$ cat src/rtl/profiler_pkg.sv
// profiler_pkg: frame layout, counter ordering and shared types for the cache report serializer.
package profiler_pkg;
  localparam int FRAME_LEN = 36;
  localparam int NUM_CNT = 8;
  localparam logic [5:0] IDX_SEQ = 6'd2;
  localparam logic [5:0] IDX_PAYLOAD = 6'd3;
  localparam logic [5:0] IDX_CSUM = 6'(FRAME_LEN - 1);
  localparam int ORD_IC_REQ = 0;
  localparam int ORD_IC_HIT = 1;
  localparam int ORD_IC_MISS = 2;
  localparam int ORD_IC_FILL = 3;
  localparam int ORD_DC_REQ = 4;
  localparam int ORD_DC_HIT = 5;
  localparam int ORD_DC_MISS = 6;
  localparam int ORD_DC_FILL = 7;
  typedef enum logic {IDLE, SEND} report_state_t;
  typedef logic [31:0] counter_t;
  typedef logic [NUM_CNT-1:0][31:0] snapshot_t;
  // First-sent counter sits in the top slot so the payload drains by shifting left.
  function automatic int slot(input int ord);
    return NUM_CNT - 1 - ord;
  endfunction
endpackage

$ cat src/rtl/profiler_period_timer.sv
// profiler_period_timer: free-running period counter giving a one-cycle tick every REPORT_PERIOD cycles.
module profiler_period_timer #(
  parameter int unsigned REPORT_PERIOD = 2000000
) (
  input  logic clk,
  input  logic rst_n,
  input  logic enable_i,
  output logic tick_o
);
  localparam int W = REPORT_PERIOD > 1 ? $clog2(REPORT_PERIOD) : 1;
  logic [W-1:0] cnt_q, cnt_d;
  logic run;
  assign run = enable_i && (REPORT_PERIOD != 0);
  assign tick_o = run && (cnt_q == W'(REPORT_PERIOD - 1));
  assign cnt_d = (!run || tick_o) ? '0 : cnt_q + 1'b1;
  always_ff @(posedge clk or negedge rst_n) begin
    if (!rst_n) cnt_q <= '0;
    else cnt_q <= cnt_d;
  end
endmodule

$ cat src/rtl/cache_report_serializer.sv
// cache_report_serializer: snapshots eight profiler counters on a trigger and streams them as a framed byte packet.
module cache_report_serializer
  import profiler_pkg::*;
#(
  parameter int unsigned REPORT_PERIOD = 2000000,
  parameter logic [7:0] SYNC0 = 8'hA5,
  parameter logic [7:0] SYNC1 = 8'h5A
) (
  input  logic        clk,
  input  logic        rst_n,
  input  logic        enable,
  input  logic        report_req,
  input  logic [31:0] icache_hit_cnt,
  input  logic [31:0] icache_miss_cnt,
  input  logic [31:0] icache_request_cnt,
  input  logic [31:0] dcache_hit_cnt,
  input  logic [31:0] dcache_miss_cnt,
  input  logic [31:0] dcache_request_cnt,
  input  logic [31:0] icache_fill_lat_cnt,
  input  logic [31:0] dcache_fill_lat_cnt,
  output logic [7:0]  tx_data,
  output logic        tx_valid,
  input  logic        tx_ready,
  output logic        busy,
  output logic [7:0]  frame_seq,
  output logic [7:0]  dropped_cnt
);
  report_state_t state_q, state_d;
  logic [5:0] idx_q, idx_d;
  logic [7:0] acc_q, acc_d, seq_q, seq_d, drop_q, drop_d;
  snapshot_t snap_q, snap_d, cap;
  logic tick, trig, xfer;
  profiler_period_timer #(.REPORT_PERIOD(REPORT_PERIOD)) u_timer (
    .clk(clk), .rst_n(rst_n), .enable_i(enable), .tick_o(tick)
  );
  assign cap[slot(ORD_IC_REQ)] = icache_request_cnt;
  assign cap[slot(ORD_IC_HIT)] = icache_hit_cnt;
  assign cap[slot(ORD_IC_MISS)] = icache_miss_cnt;
  assign cap[slot(ORD_IC_FILL)] = icache_fill_lat_cnt;
  assign cap[slot(ORD_DC_REQ)] = dcache_request_cnt;
  assign cap[slot(ORD_DC_HIT)] = dcache_hit_cnt;
  assign cap[slot(ORD_DC_MISS)] = dcache_miss_cnt;
  assign cap[slot(ORD_DC_FILL)] = dcache_fill_lat_cnt;
  assign tx_valid = state_q == SEND;
  assign busy = state_q == SEND;
  assign frame_seq = seq_q;
  assign dropped_cnt = drop_q;
  always_comb begin
    trig = enable && (tick || report_req);
    xfer = (state_q == SEND) && tx_ready;
    state_d = state_q;
    idx_d = idx_q;
    acc_d = acc_q;
    snap_d = snap_q;
    seq_d = seq_q;
    drop_d = drop_q;
    tx_data = state_q == IDLE ? 8'h00 :
              idx_q == 6'd0 ? SYNC0 :
              idx_q == 6'd1 ? SYNC1 :
              idx_q == IDX_SEQ ? seq_q + 8'd1 :
              idx_q == IDX_CSUM ? acc_q : snap_q[NUM_CNT-1][31:24];
    if (state_q == IDLE) begin
      if (trig) begin
        state_d = SEND;
        idx_d = '0;
        acc_d = '0;
        snap_d = cap;
      end
    end else begin
      if (trig && drop_q != 8'hFF) drop_d = drop_q + 8'd1;
      if (xfer) begin
        idx_d = idx_q + 6'd1;
        if (idx_q >= IDX_SEQ && idx_q < IDX_CSUM) acc_d = acc_q + tx_data;
        if (idx_q >= IDX_PAYLOAD && idx_q < IDX_CSUM) snap_d = snap_q << 8;
        if (idx_q == IDX_CSUM) begin
          state_d = IDLE;
          seq_d = seq_q + 8'd1;
        end
      end
    end
  end
  always_ff @(posedge clk or negedge rst_n) begin
    if (!rst_n) begin
      state_q <= IDLE;
      idx_q <= '0;
      acc_q <= '0;
      snap_q <= '0;
      seq_q <= '0;
      drop_q <= '0;
    end else begin
      state_q <= state_d;
      idx_q <= idx_d;
      acc_q <= acc_d;
      snap_q <= snap_d;
      seq_q <= seq_d;
      drop_q <= drop_d;
    end
  end
endmodule

$ cat config.mk
export PLATFORM = sky130hd
export DESIGN_NAME = cache_report_serializer
export DESIGN_NICKNAME = d
export VERILOG_FILES = /design/src/rtl/profiler_pkg.sv /design/src/rtl/profiler_period_timer.sv /design/src/rtl/cache_report_serializer.sv
export SDC_FILE = /design/constraint.sdc
export NUM_CORES = 1
export LEC_CHECK = 0
export ABC_CLOCK_PERIOD_IN_PS = 8400
export CORE_MARGIN = 2
export CORE_UTILIZATION = 56
export CTS_CLUSTER_DIAMETER = 100
export DETAILED_ROUTE_END_ITERATION = 7
export PLACE_DENSITY_LB_ADDON = 0.25
export SYNTH_ARGS = -nofsm -noshare
export SYNTH_HDL_FRONTEND = slang
export SYNTH_SLANG_ARGS = --single-unit
$ cat constraint.sdc
create_clock -name clk -period 8.4 [get_ports clk]
set_clock_uncertainty 0.2 [all_clocks]
set_input_delay 1.68 -clock clk [delete_from_list [all_inputs] [get_ports clk]]
set_output_delay 1.68 -clock clk [all_outputs]
set_load 0.01 [all_outputs]
==> impl_metrics.prom, run 1 <==
# TYPE chip_impl_metric gauge
chip_impl_metric{name="cellInternalPower",unit="µW"} 3690
chip_impl_metric{name="critPathMaxStageDelay",unit="ns"} 0.62
chip_impl_metric{name="grt_usage",unit="%"} 25.4
chip_impl_metric{name="fin_crit",unit="ns"} 4.91
chip_impl_metric{name="vias_in_the_first_global_route",unit=""} 11300
chip_impl_metric{name="cts_made_buffers",unit=""} 34
chip_impl_metric{name="yosys.cell_types.count",unit=""} 49
chip_impl_metric{name="die_width",unit="µm"} 166
chip_impl_metric{name="initial_utilization",unit="%"} 56.6
chip_impl_metric{name="layoutNonFillerInstCount",unit=""} 2032
chip_impl_info{name="grt_setup_unrepaired",value="false"} 1
chip_impl_metric{name="maxClockFrequency",unit="MHz"} 204
chip_impl_metric{name="final_max_slew_viol_count",unit=""} 0
chip_impl_metric{name="power.switching_fraction",unit="%"} 32.5
chip_impl_info{name="start_kind",value="register"} 1
chip_impl_metric{name="yosysWarnings",unit=""} 0
chip_impl_metric{name="antenna_violating_nets_post_route",unit=""} 0
chip_impl_metric{name="pre_cts_setup_slack",unit="ns"} 3.44
chip_impl_metric{name="floorplan.die_area",unit="µm²"} 27400
chip_impl_metric{name="gp_routability_congestion",unit=""} 0.809
chip_impl_metric{name="placed_cells",unit=""} 1966
chip_impl_metric{name="cts.htree.levels",unit=""} 2
chip_impl_metric{name="clockPowerShare",unit="%"} 29.3
chip_impl_metric{name="area_inside_the_core_boundary",unit="µm²"} 25800
chip_impl_metric{name="wirelength",unit="µm"} 35200
chip_impl_metric{name="hpwl",unit="µm"} 23400
chip_impl_metric{name="i_o_pin_total",unit=""} 287
chip_impl_metric{name="cts.repair.resized",unit=""} 0
chip_impl_metric{name="iter_0_drt_violations",unit=""} 881
chip_impl_metric{name="syn_inst",unit=""} 1431
chip_impl_metric{name="die_h",unit="µm"} 166
chip_impl_metric{name="power_switching",unit="µW"} 1780
chip_impl_metric{name="drc",unit=""} 0
chip_impl_metric{name="leakage",unit="µW"} 0.00895
chip_impl_info{name="worstPathCellList",value="nor4_4 > nand2_1 > nand2_1 > o211ai_1 > a21boi_0 > clkdlybuf4s50_1"} 1
chip_impl_info{name="worst_hold_path.endpoint",value="dropped_cnt[4]"} 1
chip_impl_info{name="worst_setup_path_category",value="reg -> out"} 1
chip_impl_metric{name="finalSetupTns",unit="ns"} 0
chip_impl_metric{name="postCtsSetupRepairBufs",unit=""} 0
chip_impl_metric{name="final_hold_viol_count",unit=""} 0
chip_impl_metric{name="multi_input_area",unit="µm²"} 6450
chip_impl_metric{name="synthToLayoutAreaGrowth",unit="%"} 28.6
chip_impl_metric{name="grt_first_pass_wirelength",unit="µm"} 57500
chip_impl_info{name="r2r-end",value="snap_q[140]"} 1
chip_impl_metric{name="final_net_count",unit=""} 1943
chip_impl_metric{name="final_min_period_over_clock_period",unit="%"} 58.4
chip_impl_info{name="tritoncts",value="done"} 1
chip_impl_metric{name="post_route_cells_drive_above_1_share",unit="%"} 4.44
chip_impl_metric{name="seqPwrFrac",unit="%"} 40.4
chip_impl_metric{name="portBuffers",unit=""} 286
chip_impl_metric{name="via_count",unit=""} 11200
chip_impl_metric{name="synth-edff-count",unit=""} 0
chip_impl_metric{name="reg2reg_setup_slack",unit="ns"} 4.31
chip_impl_info{name="status",value="finished clean"} 1
chip_impl_metric{name="critPathRequiredTime",unit="ns"} 6.52
chip_impl_metric{name="via_to_cell_ratio",unit=""} 5.52
chip_impl_metric{name="cts-root-to-sink-buffers",unit=""} 3
chip_impl_metric{name="worst-r2r-cell-count",unit=""} 6
chip_impl_metric{name="pwr-share-comb",unit="%"} 30.3
chip_impl_metric{name="clock_insertion_delay_worst_skew",unit="ns"} 0.50
chip_impl_metric{name="critical_path.max_fanout",unit=""} 14
chip_impl_metric{name="floorplan.rows",unit=""} 59
chip_impl_metric{name="number_of_antenna_violations_at_the_first_check_in_global_routing",unit=""} 6
chip_impl_metric{name="drt_first_pass_iters",unit=""} 5
chip_impl_metric{name="wire_per_inst",unit="µm"} 17.3
chip_impl_metric{name="max_slew.worst_pin.slew",unit="ns"} 1.13
chip_impl_info{name="critPathMostFrequentCell",value="sky130_fd_sc_hd__nand2_1"} 1
chip_impl_metric{name="seq_area_frac_synth",unit="%"} 52.7
chip_impl_metric{name="relSlewSlack",unit="%"} 24.6
chip_impl_metric{name="syn-cell-area",unit="µm²"} 14600
chip_impl_metric{name="irDropWorstVdd",unit="µV"} 245
chip_impl_info{name="crit_path_top_delay_cell",value="sky130_fd_sc_hd__clkdlybuf4s50_1"} 1
chip_impl_metric{name="setup_violations",unit=""} 0
chip_impl_metric{name="holdBufCountCts",unit=""} 0
chip_impl_info{name="r2r_start",value="busy"} 1
chip_impl_metric{name="postSynth.asyncResetShare",unit="%"} 100
chip_impl_metric{name="numClockSinks",unit=""} 308
chip_impl_metric{name="area.sequential",unit="µm²"} 7710
chip_impl_metric{name="count_of_state_elements_after_synthesis",unit=""} 308
chip_impl_metric{name="arrival",unit="ns"} 3.03
chip_impl_info{name="holdCritPathClass",value="reg -> reg"} 1
chip_impl_metric{name="grt_max_degree",unit=""} 218
chip_impl_metric{name="cap_violations",unit=""} 0
chip_impl_metric{name="worst_hold_slack",unit="ns"} 0.293
chip_impl_metric{name="layout.filler_cells",unit=""} 1868
chip_impl_metric{name="overflow",unit=""} 0
chip_impl_metric{name="totalPowerFinal",unit="µW"} 5460
chip_impl_metric{name="mappedNetlistNets",unit=""} 1707
chip_impl_info{name="ys.flop_type",value="sky130_fd_sc_hd__dfrtp_1"} 1
chip_impl_info{name="cts_root_buffer",value="sky130_fd_sc_hd__clkbuf_16"} 1
chip_impl_metric{name="post-route-worst-setup-slack",unit="ns"} 3.49
chip_impl_info{name="timing.hold.worst.start",value="dropped_cnt[4]"} 1
chip_impl_info{name="critPathLaunch",value="idx_q[5]"} 1
chip_impl_metric{name="power.density_cell_area",unit="nW/µm²"} 290
chip_impl_info{name="kind_of_capture_point_of_the_worst_setup_path",value="primary output"} 1
chip_impl_metric{name="hold_path_depth",unit=""} 1
chip_impl_metric{name="avgSynthCellArea",unit="µm²"} 10.2
chip_impl_metric{name="clk_transition_reported_paths",unit="ns"} 0.06
[worst max-delay path, delay by kind of cell (launching register included)]
family	cells	cell delay, ns
AND/OR/NAND/NOR	3	0.93
buffers and inverters	1	0.62
flip-flops	1	0.50
AO/OA/AOI/OAI	2	0.49
[final cells by class]
class                   instances  share of cell area [%]
well taps                     335                    2.23
repair buffers                295                    15.7
multi-input cells            1014                    34.3
diodes                          6                  0.0798
inverters                      14                   0.279
clock inverters                14                    1.19
clock buffers                  46                    5.25
flip-flops and latches        308                    41.0
[routing by layer]
metal | global-route usage (%) | wire, µm
met1 | 33.9 | 15100
met2 | 41.1 | 17100
met3 | 6.62 | 2240
met4 | 7.64 | 738
met5 | 0 | 0
[kinds of logic (layout without fill, tap and decap cells)]
group	count (synthesis)	after routing	share of synthesized area, %
other cells	0	6	0
xor+xnor	39	39	2.33
simple gates	389	389	11.3
mux	257	257	17.6
flops	308	308	52.7
compound gates	314	314	11.5
fa+ha+maj	15	15	1.33
buf+inv	109	369	3.29
[cells in the mapped netlist (all sizes together) (2+ instances only)]
cell type  number  area share, %
clkbuf         38           0.97
a22o            6           0.36
nand3          17           0.58
nor2          279            7.2
o21ai          25           0.88
nand4          11           0.47
buf            57            2.0
or3             8           0.34
nand3b          8           0.41
and4            2           0.12
nor3            5           0.21
nand2          38           0.97
dfrtp         308             53
nor4            5           0.32
o21a            2           0.10
and3            6           0.26
and2            2          0.085
a21boi          3           0.15
mux2i         256             18
xnor2          22            1.3
a21oi         262            9.0
or2             2          0.085
ha             14            1.2
o211ai          3           0.15
xor2           17            1.0
inv            14           0.36
a21o            4           0.21
[how the worst max path moves through the flow]
stage | end | slack, ns | cells after the start
after CTS | tx_data[2] | 3.51 | 7
after detailed placement | snap_q[177] | 3.44 | 7
after global placement | snap_q[179] | 3.57 | 6
after floorplan | tx_data[1] | 4.75 | 7
after global routing | tx_data[5] | 3.33 | 6
final | tx_data[5] | 3.49 | 6
[metrics by stage]
stage,utilization (%),area (µm²)
finish,72.8,18800
global route,72.8,18800
CTS,72.8,18800
detailed placement,68.1,17600
global placement,68.1,17600
floorplan,-,14600
[power by group through the flow]
stage | Combinational [µW] | Sequential (µW) | Clock, µW
2_1_floorplan | 1250 | 2130 | 0
3_3_place_gp | 1580 | 2210 | 0
3_5_place_dp | 1650 | 2230 | 0
4_1_cts | 1670 | 2210 | 1620
5_1_grt | 1860 | 2260 | 1690
6_report | 1660 | 2210 | 1600
[layout by cell type (no fill, tap or decap), types with 3 or more instances in the layout]
cell | synthesis | final
sky130_fd_sc_hd__dfrtp_1 | 308 | 307
sky130_fd_sc_hd__clkdlybuf4s50_1 | 0 | 285
sky130_fd_sc_hd__nor2_1 | 279 | 279
sky130_fd_sc_hd__a21oi_1 | 262 | 262
sky130_fd_sc_hd__mux2i_1 | 256 | 256
sky130_fd_sc_hd__nand2_1 | 38 | 38
sky130_fd_sc_hd__clkbuf_16 | 0 | 35
sky130_fd_sc_hd__o21ai_0 | 24 | 24
sky130_fd_sc_hd__xnor2_1 | 22 | 22
sky130_fd_sc_hd__xor2_1 | 17 | 17
sky130_fd_sc_hd__nand3_1 | 17 | 17
sky130_fd_sc_hd__inv_1 | 14 | 14
sky130_fd_sc_hd__ha_1 | 14 | 14
sky130_fd_sc_hd__nand4_1 | 11 | 11
sky130_fd_sc_hd__nand3b_1 | 8 | 8
sky130_fd_sc_hd__or3_1 | 8 | 8
sky130_fd_sc_hd__clkbuf_8 | 0 | 7
sky130_fd_sc_hd__clkinv_2 | 0 | 7
sky130_fd_sc_hd__buf_4 | 1 | 7
sky130_fd_sc_hd__diode_2 | 0 | 6
sky130_fd_sc_hd__and3_1 | 6 | 6
sky130_fd_sc_hd__a22o_1 | 6 | 6
sky130_fd_sc_hd__bufinv_16 | 0 | 6
sky130_fd_sc_hd__nor4_1 | 4 | 4
sky130_fd_sc_hd__a21o_1 | 4 | 4
sky130_fd_sc_hd__nor3_1 | 4 | 4
sky130_fd_sc_hd__clkbuf_1 | 38 | 4
sky130_fd_sc_hd__o211ai_1 | 3 | 3
sky130_fd_sc_hd__a21boi_0 | 3 | 3
[registers in the layout (all words and copies together) (netlist names)]
register and count:
idx_q 6, acc_q 8, frame_seq 8, dropped_cnt 8, snap_q 256, busy 1, u_timer.cnt_q 21
(Power assumes the default switching activity.)
==> run 2: changes to the inputs <==
--- a/config.mk
+++ b/config.mk
@@ -5,9 +5,9 @@
 export SDC_FILE = /design/constraint.sdc
 export NUM_CORES = 1
 export LEC_CHECK = 0
-export ABC_CLOCK_PERIOD_IN_PS = 8400
+export ABC_CLOCK_PERIOD_IN_PS = 5130
 export CORE_MARGIN = 2
-export CORE_UTILIZATION = 56
+export CORE_UTILIZATION = 52
 export CTS_CLUSTER_DIAMETER = 100
 export DETAILED_ROUTE_END_ITERATION = 7
 export PLACE_DENSITY_LB_ADDON = 0.25
==> constraint.sdc (replaced) <==
create_clock -name clk -period 5.13 [get_ports clk]
set_clock_uncertainty 0.2 [all_clocks]
set_input_delay 1.026 -clock clk [delete_from_list [all_inputs] [get_ports clk]]
set_output_delay 1.026 -clock clk [all_outputs]
set_load 0.01 [all_outputs]
==> run 2 against run 1 <==
  * Hold slack improved by 0.0065 ns
  * Sequential share of layout area barely moved
  * Worst setup slack got worse by 2.5 ns
  * Die area rose by 7.5%
  * Clock-buffer cell count rose by 6
  * First-iteration DRC count fell by 10%
  * Utilization fell by 5.1 points
  * Non-clock buffer count rose by 1
  * Combinational power rose by 63%
  * Critical path depth rose by 1
  * Flip-flop and latch count did not move
  * Critical path type unchanged
==> impl_metrics.prom, run 2 (synthesis results as in run 1) <==
# TYPE chip_impl_metric gauge
chip_impl_info{name="status",value="finished clean"} 1
chip_impl_metric{name="layout.filler_cells",unit=""} 2246
chip_impl_metric{name="grt_max_degree",unit=""} 181
chip_impl_info{name="mostFrequentLayoutCell",value="sky130_fd_sc_hd__dfrtp_1"} 1
chip_impl_metric{name="final_hold_viol_count",unit=""} 0
chip_impl_metric{name="cap_violations",unit=""} 0
chip_impl_metric{name="worst-path-buf-inv",unit=""} 1
chip_impl_metric{name="antenna_violating_nets_post_route",unit=""} 0
chip_impl_info{name="worstPathCellList",value="ha_1 > nand3_1 > mux2i_1 > nand2_1 > o21ai_0 > a21oi_1 > clkdlybuf4s50_1"} 1
chip_impl_metric{name="wirelength",unit="µm"} 34300
chip_impl_metric{name="portBuffers",unit=""} 286
chip_impl_metric{name="area_after_dpl",unit="µm²"} 17700
chip_impl_info{name="gr-max-usage-layer",value="met2"} 1
chip_impl_info{name="worst_setup_path_category",value="reg -> out"} 1
chip_impl_info{name="top_register",value="snap_q"} 1
chip_impl_metric{name="groute.layer.met2.usage",unit="%"} 36.0
chip_impl_metric{name="iter_0_drt_violations",unit=""} 790
chip_impl_info{name="largest_registers",value="snap_q (256), u_timer.cnt_q (21)"} 1
chip_impl_metric{name="cellInternalPower",unit="µW"} 5830
chip_impl_metric{name="fin_crit",unit="ns"} 4.13
chip_impl_metric{name="vias_in_the_first_global_route",unit=""} 10700
chip_impl_metric{name="pwr-share-comb",unit="%"} 31.1
chip_impl_metric{name="numClockSinks",unit=""} 308
chip_impl_metric{name="cts_made_buffers",unit=""} 35
chip_impl_metric{name="max_slew.worst_pin.slew",unit="ns"} 1.28
chip_impl_metric{name="holdBufCountCts",unit=""} 0
chip_impl_metric{name="final_min_period_over_clock_period",unit="%"} 80.5
chip_impl_metric{name="reg2reg_setup_slack",unit="ns"} 1.44
chip_impl_info{name="tritoncts",value="done"} 1
chip_impl_metric{name="totalPowerFinal",unit="µW"} 8680
chip_impl_info{name="crit_path_top_delay_cell",value="sky130_fd_sc_hd__clkdlybuf4s50_1"} 1
chip_impl_metric{name="setup_violations",unit=""} 0
chip_impl_metric{name="final_net_count",unit=""} 1945
chip_impl_metric{name="overflow",unit=""} 0
chip_impl_metric{name="cts.htree.levels",unit=""} 2
chip_impl_metric{name="stdcell_area",unit="µm²"} 18800
chip_impl_metric{name="initial_utilization",unit="%"} 52.7
chip_impl_metric{name="cts.repair.resized",unit=""} 0
chip_impl_info{name="timing.hold.worst.start",value="dropped_cnt[7]"} 1
chip_impl_metric{name="critPathRequiredTime",unit="ns"} 3.90
chip_impl_metric{name="cts-root-to-sink-buffers",unit=""} 3
chip_impl_metric{name="gp_routability_congestion",unit=""} 0.828
chip_impl_metric{name="power.density_cell_area",unit="nW/µm²"} 461
chip_impl_metric{name="area_inside_the_core_boundary",unit="µm²"} 27800
chip_impl_metric{name="drc",unit=""} 0
chip_impl_metric{name="wire_per_inst",unit="µm"} 16.5
chip_impl_metric{name="arrival",unit="ns"} 2.91
chip_impl_metric{name="synthToLayoutAreaGrowth",unit="%"} 28.5
chip_impl_metric{name="relSlewSlack",unit="%"} 14.4
chip_impl_info{name="top_delay_family_on_crit_path",value="buffers and inverters"} 1
chip_impl_info{name="holdCritPathClass",value="reg -> reg"} 1
chip_impl_metric{name="clock_insertion_delay_worst_skew",unit="ns"} 0.50
chip_impl_info{name="start_kind",value="register"} 1
chip_impl_metric{name="hpwl",unit="µm"} 23200
chip_impl_metric{name="global_route.usage.met1",unit="%"} 31.0
chip_impl_info{name="grt_setup_unrepaired",value="false"} 1
chip_impl_metric{name="finalSetupTns",unit="ns"} 0
chip_impl_metric{name="maxClockFrequency",unit="MHz"} 242
chip_impl_metric{name="number_of_antenna_violations_at_the_first_check_in_global_routing",unit=""} 2
chip_impl_metric{name="seqPwrFrac",unit="%"} 41.5
chip_impl_metric{name="final_util",unit="%"} 67.7
chip_impl_metric{name="floorplan.die_area",unit="µm²"} 29500
chip_impl_metric{name="drt_first_pass_iters",unit=""} 5
chip_impl_metric{name="i_o_pin_total",unit=""} 287
chip_impl_metric{name="largest_register_ff_count",unit=""} 256
chip_impl_metric{name="die_width",unit="µm"} 172
chip_impl_metric{name="power_switching",unit="µW"} 2860
chip_impl_info{name="critPathLaunch",value="idx_q[0]"} 1
chip_impl_metric{name="clk_transition_reported_paths",unit="ns"} 0.06
chip_impl_metric{name="floorplan.rows",unit=""} 61
chip_impl_metric{name="via_count",unit=""} 11200
chip_impl_metric{name="grt_usage",unit="%"} 23.0
chip_impl_metric{name="die_h",unit="µm"} 172
chip_impl_metric{name="postCtsSetupRepairBufs",unit=""} 0
chip_impl_info{name="kind_of_capture_point_of_the_worst_setup_path",value="primary output"} 1
chip_impl_metric{name="leakage",unit="µW"} 0.00892
chip_impl_metric{name="grt_first_pass_wirelength",unit="µm"} 54300
chip_impl_metric{name="irDropWorstVdd",unit="µV"} 318
chip_impl_metric{name="clockPowerShare",unit="%"} 27.3
chip_impl_metric{name="final_max_slew_viol_count",unit=""} 0
chip_impl_info{name="r2r_start",value="idx_q[0]"} 1
chip_impl_metric{name="critical_path.max_fanout",unit=""} 8
chip_impl_metric{name="critPathMaxStageDelay",unit="ns"} 0.61
chip_impl_metric{name="grtUsageMet3",unit="%"} 6.33
chip_impl_metric{name="post_route_cells_drive_above_1_share",unit="%"} 4.26
chip_impl_metric{name="via_to_cell_ratio",unit=""} 5.38
chip_impl_metric{name="power.switching_fraction",unit="%"} 32.9
chip_impl_info{name="cts_root_buffer",value="sky130_fd_sc_hd__clkbuf_16"} 1
chip_impl_info{name="top_library_cells_by_usage_in_the_layout_fill_and_taps_aside",value="sky130_fd_sc_hd__dfrtp_1 (307), sky130_fd_sc_hd__clkdlybuf4s50_1 (285), sky130_fd_sc_hd__nor2_1 (279), sky130_fd_sc_hd__a21oi_1 (262), sky130_fd_sc_hd__mux2i_1 (256)"} 1
[run 2: cell types whose count changed in the layout (fill, tap and decap cells not counted), sizes merged]
cell,change
inv,-1
buf,+1
clkbuf,+6
bufinv,-6
[run 2: final timing paths]
check	end	cells after the start
max	tx_data[1]	7
min	dropped_cnt[7]	1
max reg2reg	acc_q[7]	14
min reg2reg	dropped_cnt[7]	1
max in group asynchronous	snap_q[186]	2
min in group asynchronous	snap_q[6]	1
[run 2: area by class of cell]
cell class / instances / area [µm²] / area share, %
antenna: 6 / 15.0 / 0.0798
clock buffer: 52 / 1060 / 5.65
clock inverter: 7 / 35.0 / 0.186
inverter: 14 / 52.6 / 0.279
multi-input combinational: 1014 / 6450 / 34.3
sequential: 308 / 7710 / 41.0
tap: 378 / 473 / 2.51
timing repair buffer: 296 / 3020 / 16.0
[run 2: power by group through the flow]
stage	logic (µW)	registers, µW	clock network, µW
after detailed placement	2710	3640	0
after global placement	2630	3620	0
final	2700	3610	2370
after floorplan	2040	3490	0
after CTS	2730	3610	2430
after global routing	3060	3700	2530
[run 2: metal layers]
metal | share of wire [%] | routed length (µm)
met5 | 0.038 | 13
met4 | 2.1 | 726
met3 | 7.8 | 2670
met2 | 47 | 16200
met1 | 43 | 14700
[run 2: metrics by stage]
step | hold slack (ns) | instances | setup WS (ns)
after floorplan | 0.291 | 1431 | 1.58
after global placement | 0.284 | 2010 | 1.54
after detailed placement | 0.282 | 2010 | 1.47
after CTS | 0.289 | 2069 | 0.974
after global routing | 0.316 | 2070 | 0.813
final | 0.300 | 2075 | 0.999
==> run 3: changes to the inputs <==
--- a/config.mk
+++ b/config.mk
@@ -5,9 +5,9 @@
 export SDC_FILE = /design/constraint.sdc
 export NUM_CORES = 1
 export LEC_CHECK = 0
-export ABC_CLOCK_PERIOD_IN_PS = 5130
+export ABC_CLOCK_PERIOD_IN_PS = 3700
 export CORE_MARGIN = 2
-export CORE_UTILIZATION = 52
+export CORE_UTILIZATION = 47
 export CTS_CLUSTER_DIAMETER = 100
 export DETAILED_ROUTE_END_ITERATION = 7
 export PLACE_DENSITY_LB_ADDON = 0.25
==> constraint.sdc (replaced) <==
create_clock -name clk -period 3.7 [get_ports clk]
set_clock_uncertainty 0.2 [all_clocks]
set_input_delay 0.74 -clock clk [delete_from_list [all_inputs] [get_ports clk]]
set_output_delay 0.74 -clock clk [all_outputs]
set_load 0.01 [all_outputs]
==> run 3 against run 2 <==
  * Worst setup slack worse by 0.88 ns
  * Sequential power up 39%
  * Clock-buffer cell count up 1
  * Hold slack worse by 0.26 ns
  * Non-clock buffer count up 13
  * Final cell count up 1.4%
  * Power up 44%
==> impl_metrics.prom, run 3 (synthesis results as in run 1) <==
# TYPE chip_impl_metric gauge
chip_impl_metric{name="cellInternalPower",unit="µW"} 8390
chip_impl_metric{name="power.switching_fraction",unit="%"} 32.8
chip_impl_metric{name="grt_max_degree",unit=""} 147
chip_impl_metric{name="leakage",unit="µW"} 0.00905
chip_impl_metric{name="fin_crit",unit="ns"} 3.58
chip_impl_metric{name="critical_path_cell_count",unit=""} 8
chip_impl_metric{name="power_switching",unit="µW"} 4090
chip_impl_metric{name="die_width",unit="µm"} 180
chip_impl_info{name="crit_path_top_delay_cell",value="sky130_fd_sc_hd__clkdlybuf4s50_1"} 1
chip_impl_metric{name="relSlewSlack",unit="%"} 24.2
chip_impl_metric{name="final_max_slew_viol_count",unit=""} 0
chip_impl_info{name="start_kind",value="register"} 1
chip_impl_info{name="mostFrequentLayoutCell",value="sky130_fd_sc_hd__dfrtp_1"} 1
chip_impl_metric{name="final_min_period_over_clock_period",unit="%"} 96.8
chip_impl_metric{name="i_o_pin_total",unit=""} 287
chip_impl_metric{name="worst-path-buf-inv",unit=""} 3
chip_impl_info{name="cts_root_buffer",value="sky130_fd_sc_hd__clkbuf_16"} 1
chip_impl_metric{name="wirelength",unit="µm"} 35500
chip_impl_info{name="top_delay_family_on_crit_path",value="buffers and inverters"} 1
chip_impl_metric{name="critPathRequiredTime",unit="ns"} 2.76
chip_impl_info{name="holdCritPathClass",value="in -> async"} 1
chip_impl_metric{name="clock_insertion_delay_worst_skew",unit="ns"} 0.51
chip_impl_metric{name="floorplan.die_area",unit="µm²"} 32600
chip_impl_metric{name="final_hold_viol_count",unit=""} 0
chip_impl_info{name="status",value="finished clean"} 1
chip_impl_metric{name="drt_first_pass_iters",unit=""} 4
chip_impl_info{name="top_register",value="snap_q"} 1
chip_impl_metric{name="maxClockFrequency",unit="MHz"} 279
chip_impl_metric{name="holdBufCountCts",unit=""} 0
chip_impl_metric{name="arrival",unit="ns"} 2.64
chip_impl_metric{name="cts-root-to-sink-buffers",unit=""} 3
chip_impl_info{name="r2r-end",value="acc_q[7]"} 1
chip_impl_metric{name="seqPwrFrac",unit="%"} 40.1
chip_impl_metric{name="antenna_violating_nets_post_route",unit=""} 0
chip_impl_metric{name="iter_0_drt_violations",unit=""} 628
chip_impl_info{name="top_library_cells_by_usage_in_the_layout_fill_and_taps_aside",value="sky130_fd_sc_hd__dfrtp_1 (306), sky130_fd_sc_hd__clkdlybuf4s50_1 (285), sky130_fd_sc_hd__nor2_1 (279), sky130_fd_sc_hd__a21oi_1 (259), sky130_fd_sc_hd__mux2i_1 (256)"} 1
chip_impl_metric{name="wire_per_inst",unit="µm"} 16.9
chip_impl_metric{name="area_inside_the_core_boundary",unit="µm²"} 30600
chip_impl_metric{name="initial_utilization",unit="%"} 47.8
chip_impl_metric{name="wl_met1",unit="µm"} 15800
chip_impl_metric{name="reg2reg_setup_slack",unit="ns"} 0.34
chip_impl_metric{name="power.density_cell_area",unit="nW/µm²"} 652
chip_impl_info{name="worstPathCellList",value="nor4_4 > buf_4 > nand2_2 > buf_4 > nand2_1 > o21ai_0 > a21oi_1 > clkdlybuf4s50_1"} 1
chip_impl_metric{name="die_h",unit="µm"} 180
chip_impl_info{name="critPathMostFrequentCell",value="sky130_fd_sc_hd__buf_4"} 1
chip_impl_metric{name="cts_made_buffers",unit=""} 36
chip_impl_info{name="largest_registers",value="snap_q (256), u_timer.cnt_q (21)"} 1
chip_impl_metric{name="critPathMaxStageDelay",unit="ns"} 0.59
chip_impl_metric{name="numClockSinks",unit=""} 308
chip_impl_metric{name="synthToLayoutAreaGrowth",unit="%"} 30.7
chip_impl_metric{name="grt_first_pass_wirelength",unit="µm"} 58000
chip_impl_metric{name="final_net_count",unit=""} 1959
chip_impl_metric{name="post_route_cells_drive_above_1_share",unit="%"} 5.74
chip_impl_metric{name="gp_routability_congestion",unit=""} 0.832
chip_impl_metric{name="worst-r2r-cell-count",unit=""} 12
chip_impl_metric{name="cap_violations",unit=""} 0
chip_impl_info{name="worst_setup_path_category",value="reg -> out"} 1
chip_impl_metric{name="totalPowerFinal",unit="µW"} 12500
chip_impl_metric{name="cts.htree.levels",unit=""} 2
chip_impl_metric{name="largest_register_ff_count",unit=""} 256
chip_impl_metric{name="via_to_cell_ratio",unit=""} 5.27
chip_impl_metric{name="finalSetupTns",unit="ns"} 0
chip_impl_info{name="critPathLaunch",value="idx_q[4]"} 1
chip_impl_info{name="route.top_layer_used",value="met5"} 1
chip_impl_metric{name="clk_transition_reported_paths",unit="ns"} 0.05
chip_impl_metric{name="overflow",unit=""} 0
chip_impl_info{name="kind_of_capture_point_of_the_worst_setup_path",value="primary output"} 1
chip_impl_metric{name="floorplan.rows",unit=""} 64
chip_impl_info{name="tritoncts",value="done"} 1
chip_impl_metric{name="portBuffers",unit=""} 286
chip_impl_metric{name="pwr-share-comb",unit="%"} 31.2
chip_impl_metric{name="clockPowerShare",unit="%"} 28.7
chip_impl_metric{name="critical_path.max_fanout",unit=""} 8
chip_impl_metric{name="grt_usage",unit="%"} 21.6
chip_impl_metric{name="met2_length",unit="µm"} 16900
chip_impl_metric{name="irDropWorstVdd",unit="µV"} 362
chip_impl_metric{name="met3WireLength",unit="µm"} 2060
chip_impl_metric{name="drc",unit=""} 0
chip_impl_metric{name="setup_violations",unit=""} 0
chip_impl_metric{name="max_slew.worst_pin.slew",unit="ns"} 1.14
chip_impl_metric{name="vias_in_the_first_global_route",unit=""} 11200
chip_impl_info{name="r2r_start",value="idx_q[4]"} 1
chip_impl_metric{name="hpwl",unit="µm"} 24400
chip_impl_metric{name="number_of_antenna_violations_at_the_first_check_in_global_routing",unit=""} 3
chip_impl_metric{name="layout.filler_cells",unit=""} 2556
chip_impl_metric{name="via_count",unit=""} 11100
==> run 3: power groups by stage <==
stage                     clock [µW]  sequential (µW)  combinational [µW]
after CTS                       3670             5000                3900
after global routing            3810             5130                4410
after global placement             0             5010                3760
final                           3580             5000                3900
after detailed placement           0             5050                3870
after floorplan                    0             4840                2830
==> run 3: final cells by class <==
type	instances	area, µm²	area share, %
sequential	308	7710	40.3
multi-input combinational	1014	6480	33.9
timing repair buffer	309	3170	16.6
clock buffer	53	1100	5.74
tap	396	495	2.59
clock inverter	10	119	0.621
inverter	14	52.6	0.275
antenna	1	2.50	0.0131
==> run 3: stage by stage <==
| step | cells | area, µm² | setup WS [ns] | util, % | hold slack (ns) |
|---|---|---|---|---|---|
| CTS | 2102 | 19100 | 0.000519 | 62.4 | 0.0593 |
| detailed placement | 2039 | 17900 | 0.181 | 58.4 | 0.284 |
| global placement | 2039 | 17900 | 0.235 | 58.4 | 0.278 |
| finish | 2105 | 19100 | 0.117 | 62.5 | 0.0432 |
| global route | 2105 | 19100 | -0.0215 | 62.5 | 0.0666 |
| floorplan | 1431 | 14600 | 0.154 | - | 0.244 |
==> run 3: repair_timing <==
item,4_1_cts,5_1_grt
setup endpoints to repair,5,9
buffers inserted,0,2
pin swaps,1,3
gates resized for setup,4,8
==> run 3: metal layers <==
layer  GRT usage (%)  vias to the layer above
li1                -                     5483
met1            28.9                     5295
met2            35.4                      251
met3            5.13                       51
met4            5.81                        4
met5               0                        -
==> run 3: worst max-delay path by stage <==
stage	slack (ns)	end
2_1_floorplan	0.15	acc_q[7]
3_3_place_gp	0.24	acc_q[7]
3_5_place_dp	0.18	acc_q[7]
4_1_cts	0.0005	tx_data[4]
5_1_grt	-0.02	tx_data[3]
6_report	0.12	tx_data[3]
